<file path="src/rtl/enc_pkg.sv">
// Shared types and constants for the req_enc16 request encoder.
//   NREQ        number of request lines (16)
//   CW          code width, $clog2(NREQ)
//   enc_state_t handshake stage state: IDLE (nothing presented), PRESENT (valid code)
//   onehot()    expands a code into the request bit it refers to
package enc_pkg;

  localparam int unsigned NREQ = 16;
  localparam int unsigned CW   = 4;

  typedef enum logic {IDLE, PRESENT} enc_state_t;

  typedef logic [NREQ-1:0] req_vec_t;
  typedef logic [CW-1:0]   code_t;

  function automatic req_vec_t onehot(code_t c);
    onehot = req_vec_t'(1) << c;
  endfunction

endpackage

</file>
<file path="src/rtl/req_enc16_if.sv">
// Code handshake between req_enc16 and its consumer.
//   code   encoded request index (producer -> consumer)
//   valid  code is meaningful       (producer -> consumer)
//   ready  consumer takes the code  (consumer -> producer)
// A transfer happens on a rising edge where valid && ready.
interface req_enc16_if;
  import enc_pkg::*;

  code_t code;
  logic  valid;
  logic  ready;

  modport master (output code, output valid, input  ready);
  modport slave  (input  code, input  valid, output ready);

endinterface

</file>
<file path="src/rtl/prio_enc16.sv">
// Combinational 16-input priority encoder with a movable starting point.
//   vec   request vector to search
//   base  first index examined; the search runs upward and wraps 15 -> 0
//   idx   first set index found from base (0 when nothing is set)
//   any   at least one bit of vec is set
module prio_enc16
  import enc_pkg::*;
(
  input  req_vec_t vec,
  input  code_t    base,
  output code_t    idx,
  output logic     any
);

  code_t probe;

  // Walk offsets from farthest to nearest so the nearest hit is written last.
  always_comb begin
    idx   = '0;
    probe = '0;
    any   = |vec;
    for (int i = NREQ - 1; i >= 0; i--) begin
      probe = base + code_t'(i);
      if (vec[probe]) begin
        idx = probe;
      end
    end
  end

endmodule

</file>
<file path="src/rtl/req_enc16.sv">
// Sequential 16-to-4 request encoder.
// Request pulses are captured into a sticky pending register; one pending index at a time
// is presented as a code on a valid/ready handshake and is cleared only when accepted.
// Ports:
//   clk    rising-edge clock
//   rst_n  asynchronous active-low reset
//   req    request lines, sampled every edge (one-cycle pulse is enough)
//   flush  synchronous clear of pending register and output stage
//   pend   pending register, for status readback
//   bus    code/valid/ready handshake (master side)
// Build option:
//   REQ_ENC16_RR_EN  round-robin arbitration starting after the last accepted code;
//                    when undefined the lowest pending index always wins.
module req_enc16
  import enc_pkg::*;
(
  input  logic        clk,
  input  logic        rst_n,
  input  req_vec_t    req,
  input  logic        flush,
  output req_vec_t    pend,
  req_enc16_if.master bus
);

  enc_state_t state_q, state_d;
  req_vec_t   pend_q, pend_d;
  code_t      code_q, code_d;

  logic       valid;
  logic       acc;
  req_vec_t   clr;
  req_vec_t   pend_nx;
  code_t      base;
  code_t      idx;
  logic       any;

  assign valid = (state_q == PRESENT);
  assign acc   = valid & bus.ready;
  assign clr   = acc ? onehot(code_q) : '0;
  // A request arriving in the accept cycle of the same index survives the clear.
  assign pend_nx = (pend_q & ~clr) | req;

`ifdef REQ_ENC16_RR_EN
  code_t last_q, last_d;

  // On an accept the pointer is about to become code_q, so search from there already.
  assign base = (acc ? code_q : last_q) + code_t'(1);
`else
  assign base = '0;
`endif

  prio_enc16 u_prio (
    .vec  (pend_nx),
    .base (base),
    .idx  (idx),
    .any  (any)
  );

  always_comb begin
    state_d = state_q;
    code_d  = code_q;
    pend_d  = pend_nx;
`ifdef REQ_ENC16_RR_EN
    last_d  = last_q;
`endif
    if (flush) begin
      state_d = IDLE;
      code_d  = '0;
      pend_d  = '0;
`ifdef REQ_ENC16_RR_EN
      last_d  = '1;
`endif
    end else begin
      case (state_q)
        IDLE: begin
          if (any) begin
            code_d  = idx;
            state_d = PRESENT;
          end
        end
        PRESENT: begin
          // Without an accept the code must hold still; only pend may grow.
          if (acc) begin
`ifdef REQ_ENC16_RR_EN
            last_d = code_q;
`endif
            if (any) begin
              code_d = idx;
            end else begin
              state_d = IDLE;
            end
          end
        end
        default: state_d = IDLE;
      endcase
    end
  end

  always_ff @(posedge clk or negedge rst_n) begin
    if (!rst_n) begin
      state_q <= IDLE;
      pend_q  <= '0;
      code_q  <= '0;
    end else begin
      state_q <= state_d;
      pend_q  <= pend_d;
      code_q  <= code_d;
    end
  end

`ifdef REQ_ENC16_RR_EN
  always_ff @(posedge clk or negedge rst_n) begin
    if (!rst_n) begin
      last_q <= '1;
    end else begin
      last_q <= last_d;
    end
  end
`endif

  assign pend      = pend_q;
  assign bus.code  = code_q;
  assign bus.valid = valid;

endmodule

</file>
<file path="src/flat_wrapper.sv">
// flat-port wrapper written by rule: the top's interface ports become plain ports
module req_enc16_flat import enc_pkg::*;
  (clk, rst_n, req, flush, pend, bus_code, bus_valid, bus_ready);
  req_enc16_if bus_i ();
  input  logic clk;
  input  logic rst_n;
  input  req_vec_t req;
  input  logic flush;
  output req_vec_t pend;
  output wire logic [$bits(bus_i.code)-1:0] bus_code;
  output wire logic [$bits(bus_i.valid)-1:0] bus_valid;
  input wire logic [$bits(bus_i.ready)-1:0] bus_ready;
  assign bus_code = bus_i.code;
  assign bus_valid = bus_i.valid;
  assign bus_i.ready = bus_ready;
  req_enc16 u_core (.clk(clk), .rst_n(rst_n), .req(req), .flush(flush), .pend(pend), .bus(bus_i));
endmodule
</file>
<file path="config.mk">
export PLATFORM = sky130hd
export DESIGN_NAME = req_enc16_flat
export DESIGN_NICKNAME = d
export VERILOG_FILES = /design/src/rtl/enc_pkg.sv /design/src/rtl/req_enc16_if.sv /design/src/rtl/prio_enc16.sv /design/src/rtl/req_enc16.sv /design/src/flat_wrapper.sv
export SDC_FILE = /design/constraint.sdc
export NUM_CORES = 1
export LEC_CHECK = 0
export CORE_MARGIN = 1.5
export CORE_UTILIZATION = 44
export CTS_CLUSTER_DIAMETER = 150
export DETAILED_ROUTE_END_ITERATION = 12
export GPL_TIMING_DRIVEN = 0
export HOLD_SLACK_MARGIN = 0.12
export PLACE_DENSITY = 0.78
export SYNTH_ARGS = -nofsm -noshare
export SYNTH_HDL_FRONTEND = slang
export SYNTH_SLANG_ARGS = --single-unit
</file>
<file path="constraint.sdc">
create_clock -name clk -period 3.45 [get_ports clk]
set_input_delay 0.69 -clock clk [delete_from_list [all_inputs] [get_ports clk]]
set_output_delay 0.69 -clock clk [all_outputs]
set_load 0.01 [all_outputs]
</file>
==> summary.md <==
| Metric | Value |
|---|---|
| Most frequent cells in the layout | `clkdlybuf4s50_1 (40), dfrtp_1 (21), nor2_1 (19), nor2b_1 (8), o22ai_1 (7)` |
| Core footprint | `2500 um^2` |
| Vias in the first global route | `1,100` |
| CP required | `3.67 ns` |
| Wire per inst | `15.6 um` |
| Metal-1 WL | `1.48 mm` |
| Final Hold Vio Count | `0` |
| Synth Cell Area | `1180 um^2` |
| DRC Markers | `0` |
| Number of routed nets with antenna violations | `0` |
| Fin area | `1650 um^2` |
| Peak Freq | `0.316 GHz` |
| Slew HR | `36.5%` |
| GPL Wtd Cong | `0.880` |
| Postcts setup bufs | `0` |
| Die ar. | `3000 um^2` |
| Inst Count DP | `196` |
| Internal power | `0.000379 W` |
| Final Non-Filler Cells | `200` |
| Initial Util | `47.2%` |
| CTS root buf | `clkbuf_4` |
| Met3 wire len | `110 um` |
| GRT Total Usage | `23.0%` |
| Worst setup margin | `0.282 ns` |
| Post-synth EDFFs | `0` |
| Worst-case reg-to-reg path depth | `6` |
| Nets@finish | `191` |
| Die span in y | `54.8 um` |
| Synth Instances | `126` |
| Flop pwr share | `51.3%` |
| Post-CTS sizing | `0` |
| VDD IR max | `0.202 mV` |
| Worst reg2reg endpoint | `u_core.bus.code[1]$_DFFE_PN0P_` |
| Post-synth top flop | `dfrtp_1` |
| N_diodes | `0` |
| RSZ-0062 raised after global routing | `false` |
| Hold EP | `u_core.pend[4]$_DFF_PN0_` |
| Clock Power Share | `22.9%` |
| Area Growth Syn to Fin | `39.4%` |
| Synth Register Bits | `21` |
| Chip Width | `54.8 um` |
| Worst hold path class | `reg2reg` |
| Num CTS Buffers | `3` |
| Clock Tree Buf Depth | `2` |
| Gate power share | `25.8%` |
| Slew at the pin with the worst max-slew slack | `0.950 ns` |
| Min-delay src | `u_core.pend[4]$_DFF_PN0_` |
| Syn_nets | `146` |
| Outcome | `complete, no violations` |
| Sequential-to-total area share from yosys stat | `44.5%` |
| CTS tree | `yes` |
| Num ports | `41` |
| Fin. max-slew vios | `0` |
| Switch Pwr | `0.000158 W` |
| Final Util | `65.9%` |
| DR vias/cell | `5.96` |
| WS Path Type | `in2reg` |
| Async SR Flop Fraction | `100%` |
| Final worst-path cycle share | `91.8%` |
| Crit. End Element | `register` |
| CP arrival | `3.39 ns` |
| Max layer used | `met4` |
| Endpoints failing setup | `0` |
| Commonest non-fill, non-tap cell in the layout | `clkdlybuf4s50_1` |
| FP Rows | `18` |
| First-pass GRT wire length | `4.89 mm` |
| Initial antenna violation count | `0` |
| Leak Pwr | `0.619 nW` |
| Layout cells sized above 1 | `7.06%` |
| Post-Place Worst Slack | `-0.0337 ns` |
| Reg2reg start | `u_core.bus.code[2]$_DFFE_PN0P_` |
| WHS Path Cells | `2` |
| Max Cap Viol | `0` |
| Grt ovf | `0` |
| Clock insertion delay at the later pin of the skew report | `0.31 ns` |
| Clk slew on worst S/H paths | `0.13 ns` |
| Syn Area/Cell | `9.37 um^2` |
| CTS Hold Bufs | `0` |
| Routed wire length | `3.12 mm` |
| Layout Skew | `0.0152 ns` |
| Worst R2R Setup Slack | `0.73 ns` |
| H-tree lvl count | `1` |
| Largest net degree at the start of global routing | `22` |
| Final min period | `3.17 ns` |
| Met2 wire len | `1.48 mm` |
| Post-synth cell types | `39` |
| First DRT Iteration DRCs | `29` |
| IO buf count | `40` |
| Largest fanout on the critical path | `7` |
| Placed instance area | `1620 um^2` |
| Final hold slack | `0.611 ns` |
| Post-DP HPWL | `2.37 mm` |
| Clk sinks | `21` |
| CP startpoint kind | `input port` |
| Pwr dens | `326 nW/um^2` |
| Switching Share | `29.4%` |
| Routed via count | `1,192` |
| Total iterations of the first detailed-routing run | `4` |
| Synth Warn # | `0` |
how the worst max path moves through the flow:
stage	startpoint	endpoint	slack, ns	cells after the start
finish	bus_ready	u_core.bus.code[1]$_DFFE_PN0P_	0.28	7
detailed placement	bus_ready	u_core.bus.code[1]$_DFFE_PN0P_	-0.03	7
CTS	bus_ready	u_core.bus.code[1]$_DFFE_PN0P_	0.29	7
floorplan	bus_ready	u_core.bus.code[1]$_DFFE_PN0P_	0.77	6
global placement	bus_ready	u_core.bus.code[1]$_DFFE_PN0P_	-0.006	7
global route	bus_ready	u_core.bus.code[1]$_DFFE_PN0P_	0.20	7
routing by layer:
layer	vias up	track usage, %
met3	6	2.73
li1	565	-
met1	588	30.8
met2	33	38.7
met5	-	0
met4	0	6.25
sequential cells by signal (all words and copies together) (netlist names):
name	cells
u_core.bus.valid	1
u_core.bus.code	4
u_core.pend	16
synthesized netlist by cell type (2+ instances only):
library cell	number	share of area, %
nor3_1	3	1.3
nor2b_1	8	4.2
clkbuf_1	4	1.3
nand2_1	4	1.3
o21ai_0	3	1.3
dfrtp_1	21	44
nor2_1	19	6.0
nand4_1	3	1.6
o2bb2ai_1	2	1.5
nand4b_1	2	1.5
inv_1	2	0.64
a21oi_1	6	2.5
or3_1	3	1.6
nor3b_1	4	2.5
nand2b_1	3	1.6
a41oi_1	2	1.5
nand3b_1	2	1.3
a21o_1	2	1.3
or3b_2	4	3.0
o22ai_1	7	3.7
nand3_1	3	1.3
a32o_1	2	1.7
power groups by stage:
stage	Combinational, W	Clock (W)	Sequential (W)
final	0.000138	0.000123	0.000276
after global routing	0.000151	0.000134	0.000278
after CTS	0.000138	0.000126	0.000276
after detailed placement	0.000138	0	0.000280
after global placement	0.000136	0	0.000279
after floorplan	0.0000554	0	0.000286
cell type report:
type                            count  area [um^2]
Multi-Input combinational cell     99          633
Clock inverter                      1         5.00
Buffer                              4         15.0
Fill cell                         206          853
Sequential cell                    21          526
Tap cell                           30         37.5
Inverter                            2         7.51
Clock buffer                        3         22.5
Timing Repair Buffer               40          400
logic make-up (layout without fill, tap and decap cells):
family,count (synthesis),after routing,synth area share [%]
and+or+nand+nor,66,66,32.9
AOI/OAI and AO/OA,33,33,20.7
DFF,21,21,44.5
buffers and inverters,6,50,1.91
critical path, stage by stage:
cell and delay, ns:
clkdlybuf4s50_1 0.59, nand4b_1 0.21, or3_1 0.37, a2111o_1 0.42, or4_4 0.54, o31a_1 0.32, a32o_1 0.25
through the flow:
| stage | TNS, ns | total power [W] |
|---|---|---|
| floorplan | 0 | 0.000341 |
| global placement | -0.00621 | 0.000415 |
| detailed placement | -0.0341 | 0.000418 |
| CTS | 0 | 0.000540 |
| global route | 0 | 0.000563 |
| finish | 0 | 0.000537 |
Note: power is estimated with default switching activity, not from simulation.
